--- config.mk ---
export PLATFORM = sky130hd
export DESIGN_NAME = trng_reader
export DESIGN_NICKNAME = d
export VERILOG_FILES = /design/src/rtl/trng_reader.sv
export SDC_FILE = /design/constraint.sdc
export NUM_CORES = 1
export LEC_CHECK = 0
export ABC_AREA = 1
export ABC_CLOCK_PERIOD_IN_PS = 5850
export CAP_MARGIN = 10
export CORE_MARGIN = 2
export CORE_UTILIZATION = 50
export CTS_CLUSTER_SIZE = 24
export DETAILED_ROUTE_END_ITERATION = 16
export PLACE_DENSITY_LB_ADDON = 0.25
export SLEW_MARGIN = 20
export SYNTH_ARGS = -nofsm -noshare
export SYNTH_HDL_FRONTEND = slang
export SYNTH_SLANG_ARGS = --single-unit
--- constraint.sdc ---
create_clock -name clk -period 5.85 [get_ports clk]
set_clock_uncertainty 0.05 [all_clocks]
set_input_delay 1.17 -clock clk [delete_from_list [all_inputs] [get_ports clk]]
set_output_delay 1.17 -clock clk [all_outputs]
set_load 0.1 [all_outputs]
--- src/rtl/trng_reader.sv ---
// TRNG byte-stream consumer: sample divider, warm-up, repetition-count health test, word packing, output FIFO.
// Optional adaptive-proportion test is enabled by defining TRNG_APT_EN.
module trng_reader #(
   parameter int SAMPLE_DIV     = 8,
   parameter int WORD_BYTES     = 4,
   parameter int FIFO_DEPTH     = 4,
   parameter int WARMUP_SAMPLES = 16,
   parameter int RCT_CUTOFF     = 4
) (
   input  logic                    clk,
   input  logic                    reset,
   input  logic                    enable,
   input  logic [7:0]              rng_byte,
   output logic [8*WORD_BYTES-1:0] out_data,
   output logic                    out_valid,
   input  logic                    out_ready,
   output logic                    alarm,
   input  logic                    alarm_clear,
   output logic [7:0]              drop_cnt
);
   localparam int DW = 8 * WORD_BYTES;
   localparam int PW = (FIFO_DEPTH > 1) ? $clog2(FIFO_DEPTH) : 1;
   localparam int IW = (WORD_BYTES > 1) ? $clog2(WORD_BYTES) : 1;
   localparam int WW = $clog2(WARMUP_SAMPLES + 1);
   localparam int RW = $clog2(RCT_CUTOFF + 1);

   typedef enum logic [1:0] {S_IDLE, S_WARMUP, S_COLLECT, S_FAIL} state_t;

   state_t          state_q, state_d;
   logic [7:0]      div_q, div_d;
   logic [WW-1:0]   warm_q, warm_d;
   logic [7:0]      prev_q, prev_d;
   logic [RW-1:0]   rep_q, rep_d;
   logic [IW-1:0]   idx_q, idx_d;
   logic [DW-1:0]   word_q, word_d;
   logic            push_q, push_d;
   logic [DW-1:0]   push_word_q, push_word_d;
   logic [DW-1:0]   mem_q [FIFO_DEPTH];
   logic [DW-1:0]   mem_d [FIFO_DEPTH];
   logic [PW-1:0]   wr_q, wr_d, rd_q, rd_d;
   logic [PW:0]     cnt_q, cnt_d, cnt_pop;
   logic [DW-1:0]   out_data_q, out_data_d;
   logic            out_valid_q, out_valid_d;
   logic            alarm_q, alarm_d;
   logic [7:0]      drop_q, drop_d;

   logic            strobe, sampling, pop, trip, apt_trip;
   logic [RW-1:0]   rep_next;

`ifdef TRNG_APT_EN
   logic [5:0]      apt_idx_q, apt_idx_d;
   logic [7:0]      apt_val_q, apt_val_d;
   logic [6:0]      apt_hits_q, apt_hits_d;
`endif

   // Next-state logic: sampling, health tests, FSM, packing and FIFO bookkeeping
   always_comb begin
      state_d     = state_q;
      div_d       = div_q;
      warm_d      = warm_q;
      prev_d      = prev_q;
      rep_d       = rep_q;
      idx_d       = idx_q;
      word_d      = word_q;
      push_d      = 1'b0;
      push_word_d = push_word_q;
      mem_d       = mem_q;
      wr_d        = wr_q;
      rd_d        = rd_q;
      drop_d      = drop_q;
      alarm_d     = alarm_q;
      apt_trip    = 1'b0;

      strobe   = (state_q != S_IDLE) && (div_q == 8'(SAMPLE_DIV - 1));
      sampling = strobe && ((state_q == S_WARMUP) || (state_q == S_COLLECT));
      if (state_q == S_IDLE || strobe) begin
         div_d = 8'd0;
      end else begin
         div_d = div_q + 8'd1;
      end

      rep_next = (rng_byte == prev_q) ? rep_q + RW'(1) : RW'(1);
      if (sampling) begin
         prev_d = rng_byte;
         rep_d  = rep_next;
      end

`ifdef TRNG_APT_EN
      apt_idx_d  = apt_idx_q;
      apt_val_d  = apt_val_q;
      apt_hits_d = apt_hits_q;
      if (sampling) begin
         // The first sample of each 64-sample window sets the value being counted
         if (apt_idx_q == 6'd0) begin
            apt_val_d  = rng_byte;
            apt_hits_d = 7'd1;
         end else if (rng_byte == apt_val_q) begin
            apt_hits_d = apt_hits_q + 7'd1;
         end else begin
            apt_hits_d = apt_hits_q;
         end
         apt_idx_d = apt_idx_q + 6'd1;
         apt_trip  = (apt_hits_d >= 7'd40);
      end
`endif
      trip = sampling && ((rep_next >= RW'(RCT_CUTOFF)) || apt_trip);

      case (state_q)
         S_IDLE: begin
            if (enable && !alarm_q) begin
               state_d = S_WARMUP;
               prev_d  = 8'd0;
               rep_d   = '0;
               warm_d  = '0;
               idx_d   = '0;
`ifdef TRNG_APT_EN
               apt_idx_d = 6'd0;
`endif
            end
         end
         S_WARMUP: begin
            if (!enable) begin
               state_d = S_IDLE;
            end else if (trip) begin
               state_d = S_FAIL;
               alarm_d = 1'b1;
            end else if (strobe) begin
               if (warm_q == WW'(WARMUP_SAMPLES - 1)) begin
                  state_d = S_COLLECT;
                  idx_d   = '0;
               end else begin
                  warm_d = warm_q + WW'(1);
               end
            end
         end
         S_COLLECT: begin
            if (!enable) begin
               state_d = S_IDLE;
               idx_d   = '0;
            end else if (trip) begin
               state_d = S_FAIL;
               alarm_d = 1'b1;
               idx_d   = '0;
            end else if (strobe) begin
               word_d[{idx_q, 3'b000} +: 8] = rng_byte;
               if (idx_q == IW'(WORD_BYTES - 1)) begin
                  idx_d       = '0;
                  push_d      = 1'b1;
                  push_word_d = word_d;
               end else begin
                  idx_d = idx_q + IW'(1);
               end
            end
         end
         S_FAIL: begin
            if (alarm_clear) begin
               state_d = S_IDLE;
               alarm_d = 1'b0;
            end
         end
         default: begin
            state_d = S_IDLE;
         end
      endcase

      // A pop in the same cycle frees a slot before the pending push is considered
      pop     = out_valid_q && out_ready;
      cnt_pop = cnt_q - (PW+1)'(pop);
      if (pop) begin
         rd_d = rd_q + PW'(1);
      end
      cnt_d = cnt_pop;
      if (push_q) begin
         if (cnt_pop < (PW+1)'(FIFO_DEPTH)) begin
            mem_d[wr_q] = push_word_q;
            wr_d        = wr_q + PW'(1);
            cnt_d       = cnt_pop + (PW+1)'(1);
         end else if (drop_q != 8'hFF) begin
            drop_d = drop_q + 8'd1;
         end else begin
            drop_d = drop_q;
         end
      end

      out_valid_d = (cnt_d != '0);
      out_data_d  = out_valid_d ? mem_d[rd_d] : '0;
   end

   // State registers with synchronous reset
   always_ff @(posedge clk) begin
      if (reset) begin
         state_q     <= S_IDLE;
         div_q       <= 8'd0;
         warm_q      <= '0;
         prev_q      <= 8'd0;
         rep_q       <= '0;
         idx_q       <= '0;
         word_q      <= '0;
         push_q      <= 1'b0;
         push_word_q <= '0;
         mem_q       <= '{default: '0};
         wr_q        <= '0;
         rd_q        <= '0;
         cnt_q       <= '0;
         out_data_q  <= '0;
         out_valid_q <= 1'b0;
         alarm_q     <= 1'b0;
         drop_q      <= 8'd0;
`ifdef TRNG_APT_EN
         apt_idx_q   <= 6'd0;
         apt_val_q   <= 8'd0;
         apt_hits_q  <= 7'd0;
`endif
      end else begin
         state_q     <= state_d;
         div_q       <= div_d;
         warm_q      <= warm_d;
         prev_q      <= prev_d;
         rep_q       <= rep_d;
         idx_q       <= idx_d;
         word_q      <= word_d;
         push_q      <= push_d;
         push_word_q <= push_word_d;
         mem_q       <= mem_d;
         wr_q        <= wr_d;
         rd_q        <= rd_d;
         cnt_q       <= cnt_d;
         out_data_q  <= out_data_d;
         out_valid_q <= out_valid_d;
         alarm_q     <= alarm_d;
         drop_q      <= drop_d;
`ifdef TRNG_APT_EN
         apt_idx_q   <= apt_idx_d;
         apt_val_q   <= apt_val_d;
         apt_hits_q  <= apt_hits_d;
`endif
      end
   end

   assign out_data  = out_data_q;
   assign out_valid = out_valid_q;
   assign alarm     = alarm_q;
   assign drop_cnt  = drop_q;
endmodule

== Word level (Yosys, flattened, before mapping) ==
Index checks and enable logic that the tools add are counted.

* Bits in registers: 270
* Bits of input ports: 13

* Shift operators: 2
* Magnitude comparators: 5
* Multiplexer cells: 49
* Add/sub/neg operators: 10
* Reduce and logical (&&, ||, !) cells: 27
* Bitwise logic cells: 8
* Equality and inequality tests: 21

{| class="wikitable"
|+ Operator list
! cell !! count
|-
| 128-bit two-way mux || 2
|-
| 128-bit bitwise mux || 1
|-
| 32-bit two-way mux || 3
|-
| 32-bit binary-select mux with 2-bit select || 1
|-
| 32-bit demux with 2-bit select || 1
|-
| 2-bit two-way mux || 18
|-
| 32-bit bitwise mux || 1
|-
| 8-bit by 7-bit variable shift with 32-bit output, first input constant || 1
|-
| 8-bit by 7-bit variable part select with 32-bit output || 1
|-
| 5-bit two-way mux || 5
|-
| 8-bit two-way mux || 3
|-
| 3-bit two-way mux || 6
|-
| 8-bit by 1-bit adder with 8-bit output, second input constant || 2
|-
| 2-bit inequality test, second input constant || 5
|-
| 5-bit one-hot mux with 2 select lines || 1
|-
| 5-bit AND reduction || 2
|-
| 3-bit greater-or-equal comparator, second input constant || 3
|-
| 8-bit by 3-bit equality test with 1-bit output, second input constant || 1
|-
| 8-bit equality test || 1
|-
| 2-bit by 1-bit inequality test with 1-bit output, second input constant || 4
|-
| 4-bit inequality test, second input constant || 2
|-
| 8-bit inequality test, second input constant || 1
|-
| 2-bit one-hot mux with 4 select lines || 1
|-
| 4-bit AND reduction || 2
|-
| other kinds (29) || 54
|}

== Longest topological paths before layout ==
* Depth in word-level cells: 11
* Gate-level depth with buffers: 13
* Gate-level depth less buffers: 13

== Least setup slack after synthesis ==
OpenSTA, ideal clock, no wires.

* Path type: input to register
* Start: input out_ready
* End: register out_data_q[20], in the netlist out_data[20]
* Buffers on the path: 1
* Setup time: 122 ps
* Path slack: 2878 ps
* Stages on the path: 13
* Arrival time: 2800 ps
* Cell sequence: nand2_1 -> inv_1 -> ha_1 -> ha_1 -> inv_1 -> ha_1 -> nand2_1 -> inv_1 -> o21ai_0 -> inv_1 -> nor3_2 -> buf_2 -> a21oi_1

* Longest elaborated chain between the ends: 8

{| class="wikitable"
|+ Ends and longest elaborated chain
! element !! RTL line !! text
|-
| start: declaration || 16 || <nowiki>input logic out_ready,</nowiki>
|-
| 1-bit logical AND (*) || 167 || <nowiki>pop = out_valid_q && out_ready;</nowiki>
|-
| 3-bit by 1-bit subtractor with 3-bit output || 168 || <nowiki>cnt_pop = cnt_q - (PW+1)'(pop);</nowiki>
|-
| 3-bit < comparator / 3-bit by 1-bit adder with 3-bit output (equally long branches) || 174, 177 ||
|-
| 128-bit two-way mux / 3-bit two-way mux (equally long branches) || 174 || <nowiki>if (cnt_pop < (PW+1)'(FIFO_DEPTH)) begin</nowiki>
|-
| 128-bit two-way mux / 3-bit two-way mux (equally long branches) || 173 || <nowiki>if (push_q) begin</nowiki>
|-
| 32-bit binary-select mux with 2-bit select / 3-bit nonzero test (equally long branches) || 186, 185 ||
|-
| 32-bit two-way mux (implied by the code) / 1-bit NOT (equally long branches) || - ||
|-
| 32-bit two-way mux (implied by the code) / 2-bit OR reduction (equally long branches) || - ||
|-
| end signal: assignment || 228 || <nowiki>out_data_q <= out_data_d;</nowiki>
|-
| end: declaration || 42 || <nowiki>logic [DW-1:0] out_data_q, out_data_d;</nowiki>
|}

Mark *: on every way between the ends. The rest lies on a longest branch, timed or not. The select of a mux whose other input is x is not followed.
A chain may end at the register's enable or synchronous reset.

== Worst setup path in the final report ==
* Start: input out_ready
* End: register out_data_q[31], in the netlist out_data[31]

Same word-level chain as after synthesis.

==> impl_metrics.py <==
metrics = {
    "job": {
        "cap_viol_max_count": 0,
    },
    "floorplan": {
        "dieHeight_um": 157,
        "coreArea_mm2": 0.0233,
        "start_util_pct": 50.5,
        "io_pins": 55,
        "die_w_um": 157,
        "die_area_mm2": 0.0247,
        "rows": 56,
    },
    "power": {
        "power_uw": 4050,
        "ir_drop_mv": 0.274,
        "powerDensity_mw_per_mm2": 304,
        "leakagePower_uw": 0.00601,
    },
    "placement": {
        "detailed_place.area_mm2": 0.0124,
        "hpwl_mm": 16.1,
        "dp_cells": 1944,
        "portBuffers": 54,
        "gp_congestion": 0.806,
        "pre_cts_ws_ns": 1.62,
    },
    "final_layout": {
        "stdcell_count": 1993,
        "fin_area_mm2": 0.0133,
        "antenna_cells": 0,
        "nets": 1692,
        "syn_to_final_growth_pct": 13.2,
        "drive_gt1_share_pct": 6.27,
        "fill_cells": 2210,
    },
    "grt": {
        "grt_pass1_wl_mm": 44.4,
        "antenna_found_initial": 0,
        "grt_pass1_vias": 9130,
        "grt_overflow_total": 0,
        "globalRouteTotalUtil_pct": 21.7,
        "grt_max_degree": 99,
    },
    "yosys": {
        "synth_flop_cell": "dfxtp_1",
        "synth_warnings": 0,
        "synth-seq-cells": 270,
        "synthesis.nets": 1690,
        "syn-cell-area_mm2": 0.0118,
        "ys_async_sr_fraction_pct": 0,
        "postSynthCellCount": 1654,
        "synth-edff-count": 0,
        "ys_seq_area_share_pct": 46.0,
        "synth_cell_types": 40,
        "avgSynthCellArea_um2": 7.10,
    },
    "cts": {
        "clockBufferDepth": 3,
        "post-cts-setup-buffers": 0,
        "clk_latency_ns": 0.53,
        "tritoncts": "yes",
        "cts.sinks": 270,
        "cts-hold-fix-buffers": 0,
        "cts_buffers": 29,
        "cts_root_buffer": "clkbuf_16",
        "post_cts_resized": 0,
        "clk_pin_slew_ns": 0.06,
        "cts_max_level": 1,
    },
    "setup_path": {
        "required_ns": 6.20,
        "cp.arrival_ns": 4.10,
        "cpLargestDelayFamily": "simple AND/OR/NAND/NOR gates",
        "cp-start-kind": "primary input",
        "cpMaxStageDelayCell": "nand2_2",
        "critPathMaxStageDelay_ns": 0.60,
        "endpoint_kind": "flop",
        "cp_max_fo": 49,
        "setup.worst_path.class": "in2reg",
        "cp_cell_sequence": "clkdlybuf4s50_1 -> nand2_1 -> inv_1 -> ha_1 -> ha_1 -> xor2_2 -> nor2_4 -> nand2_2 -> buf_4 -> o21ai_0 -> nand2_1 -> nand3_1 -> a21oi_1",
        "critPathBufInv": 3,
    },
    "timing": {
        "drv_slew": 0,
        "fin_ws_ns": 2.10,
        "max_freq_mhz": 267,
        "tightestPinTransition_ns": 1.08,
        "hold_violations": 0,
        "slew_headroom_pct": 28.3,
        "rsz0062_at_grt": "no",
        "fin_setup_tns_ns": 0,
        "finalCritPeriodShare_pct": 64.1,
        "post-route-min-period_ns": 3.75,
        "setup_violations": 0,
    },
    "detailed_routing": {
        "drtIter0Drc": 821,
        "via_per_inst": 5.09,
        "detail_route.first_pass.iterations": 5,
        "routed_wl_mm": 26.7,
        "ant_nets": 0,
        "wl_per_cell_um": 13.4,
        "vias": 10100,
        "route.detailed.drc": 0,
    },
    "worst_hold_path": {
        "hp-class": "reg2reg",
    },
    "status": {
        "status": "completed",
    },
}
## power breakdown
part	switching, µW	internal [µW]	leakage, µW
Combinational	271	110	0.00338
Clock	732	1050	0.000456
Sequential	18.2	1860	0.00217
## cell families after synthesis
kind of cell    share of synthesized area (%)
flops                                    46.0
compound gates                           16.1
xor+xnor                                0.288
buf+inv                                  10.7
simple gates                             24.4
fa+ha+maj                                2.45
## layer usage
layer  global-route usage (%)  wire length (µm)  up-vias  share of wire, %
met4                     4.94               363        0               1.4
met3                     2.59              1270       34               4.7
met2                     35.4             12000      211                45
li1                         -                 -     5220                 -
met1                     31.0             13100     4672                49
met5                        0                 0        -                 0
## through the flow
stage          util, %  hold WS (ns)
2_1_floorplan        -         0.368
3_3_place_gp      53.1         0.380
3_5_place_dp      53.1         0.385
4_1_cts           57.1         0.399
5_1_grt           57.2         0.423
6_report          57.2         0.394
## synth_stat cells, types with 2 or more instances
library cell	number	share of area, %
nor3b_1	5	0.32
a21oi_2	20	1.5
nor2_1	248	7.9
nand4_1	4	0.21
nand2_1	328	10
dfxtp_1	270	46
clkbuf_1	58	1.9
buf_6	6	0.57
o211ai_1	3	0.19
a211oi_1	8	0.51
o21ai_1	42	1.8
a21oi_1	79	3.4
nand3_1	96	4.1
buf_1	6	0.19
o22ai_1	32	1.7
inv_2	4	0.13
buf_4	3	0.19
inv_1	213	6.8
nor3_1	2	0.085
o21ai_0	159	6.8
nand3_4	2	0.30
nand2_2	4	0.21
xor2_1	2	0.15
buf_2	20	0.85
ha_1	23	2.4
nor2_4	3	0.29
## cell type report
| type | instances | area (µm²) | area share (%) |
|---|---|---|---|
| inverter | 219 | 823 | 6.19 |
| multi-input combinational | 1071 | 5110 | 38.5 |
| clock buffer | 36 | 802 | 6.03 |
| tap | 319 | 399 | 3.00 |
| clock inverter | 13 | 134 | 1.01 |
| timing repair buffer | 65 | 621 | 4.67 |
| sequential | 270 | 5410 | 40.6 |
## registers in the layout (all words and copies together) (netlist names)
register and cells:
push_word_q 32, out_data 32, rd_q 2, warm_q 5, div_q 8, mem_q 128
rep_q 3, idx_q 2, drop_cnt 8, word_q 32, out_valid 1, prev_q 8
cnt_q 3, push_q 1, state_q 2, alarm 1, wr_q 2
## worst paths after layout
path | cells after the start | start | slack (ns) | endpoint
setup / recovery | 13 | out_ready | 2.10 | out_data[31]$_SDFF_PP0_
hold / removal | 1 | div_q[0]$_SDFF_PP0_ | 0.39 | div_q[0]$_SDFF_PP0_
setup reg to reg | 12 | out_valid$_SDFF_PP0_ | 2.82 | out_data[31]$_SDFF_PP0_
hold reg to reg | 1 | div_q[0]$_SDFF_PP0_ | 0.39 | div_q[0]$_SDFF_PP0_
## layout by cell type, fill, tap and decap left out, drive strengths merged, types with 10 or more instances in the layout
master | synthesis | routed
a21oi | 99 | 99
buf | 35 | 12
clkbuf | 59 | 36
clkdlybuf4s50 | 0 | 53
clkinv | 2 | 10
dfxtp | 270 | 270
ha | 23 | 23
inv | 217 | 217
nand2 | 333 | 333
nand3 | 98 | 98
nor2 | 253 | 253
o21ai | 201 | 201
o22ai | 32 | 32
## worst reg2reg max path, delay by kind of cell (launching register included)
kind                       cells  cell delay, ns
and+or+nand+nor                5            1.12
DFF                            1            0.31
AOI/OAI and AO/OA              2            0.32
adders and majority gates      2            0.39
xor gates and xnor gates       1            0.21
buffers and inverters          2            0.51
(Power assumes the default switching activity.)
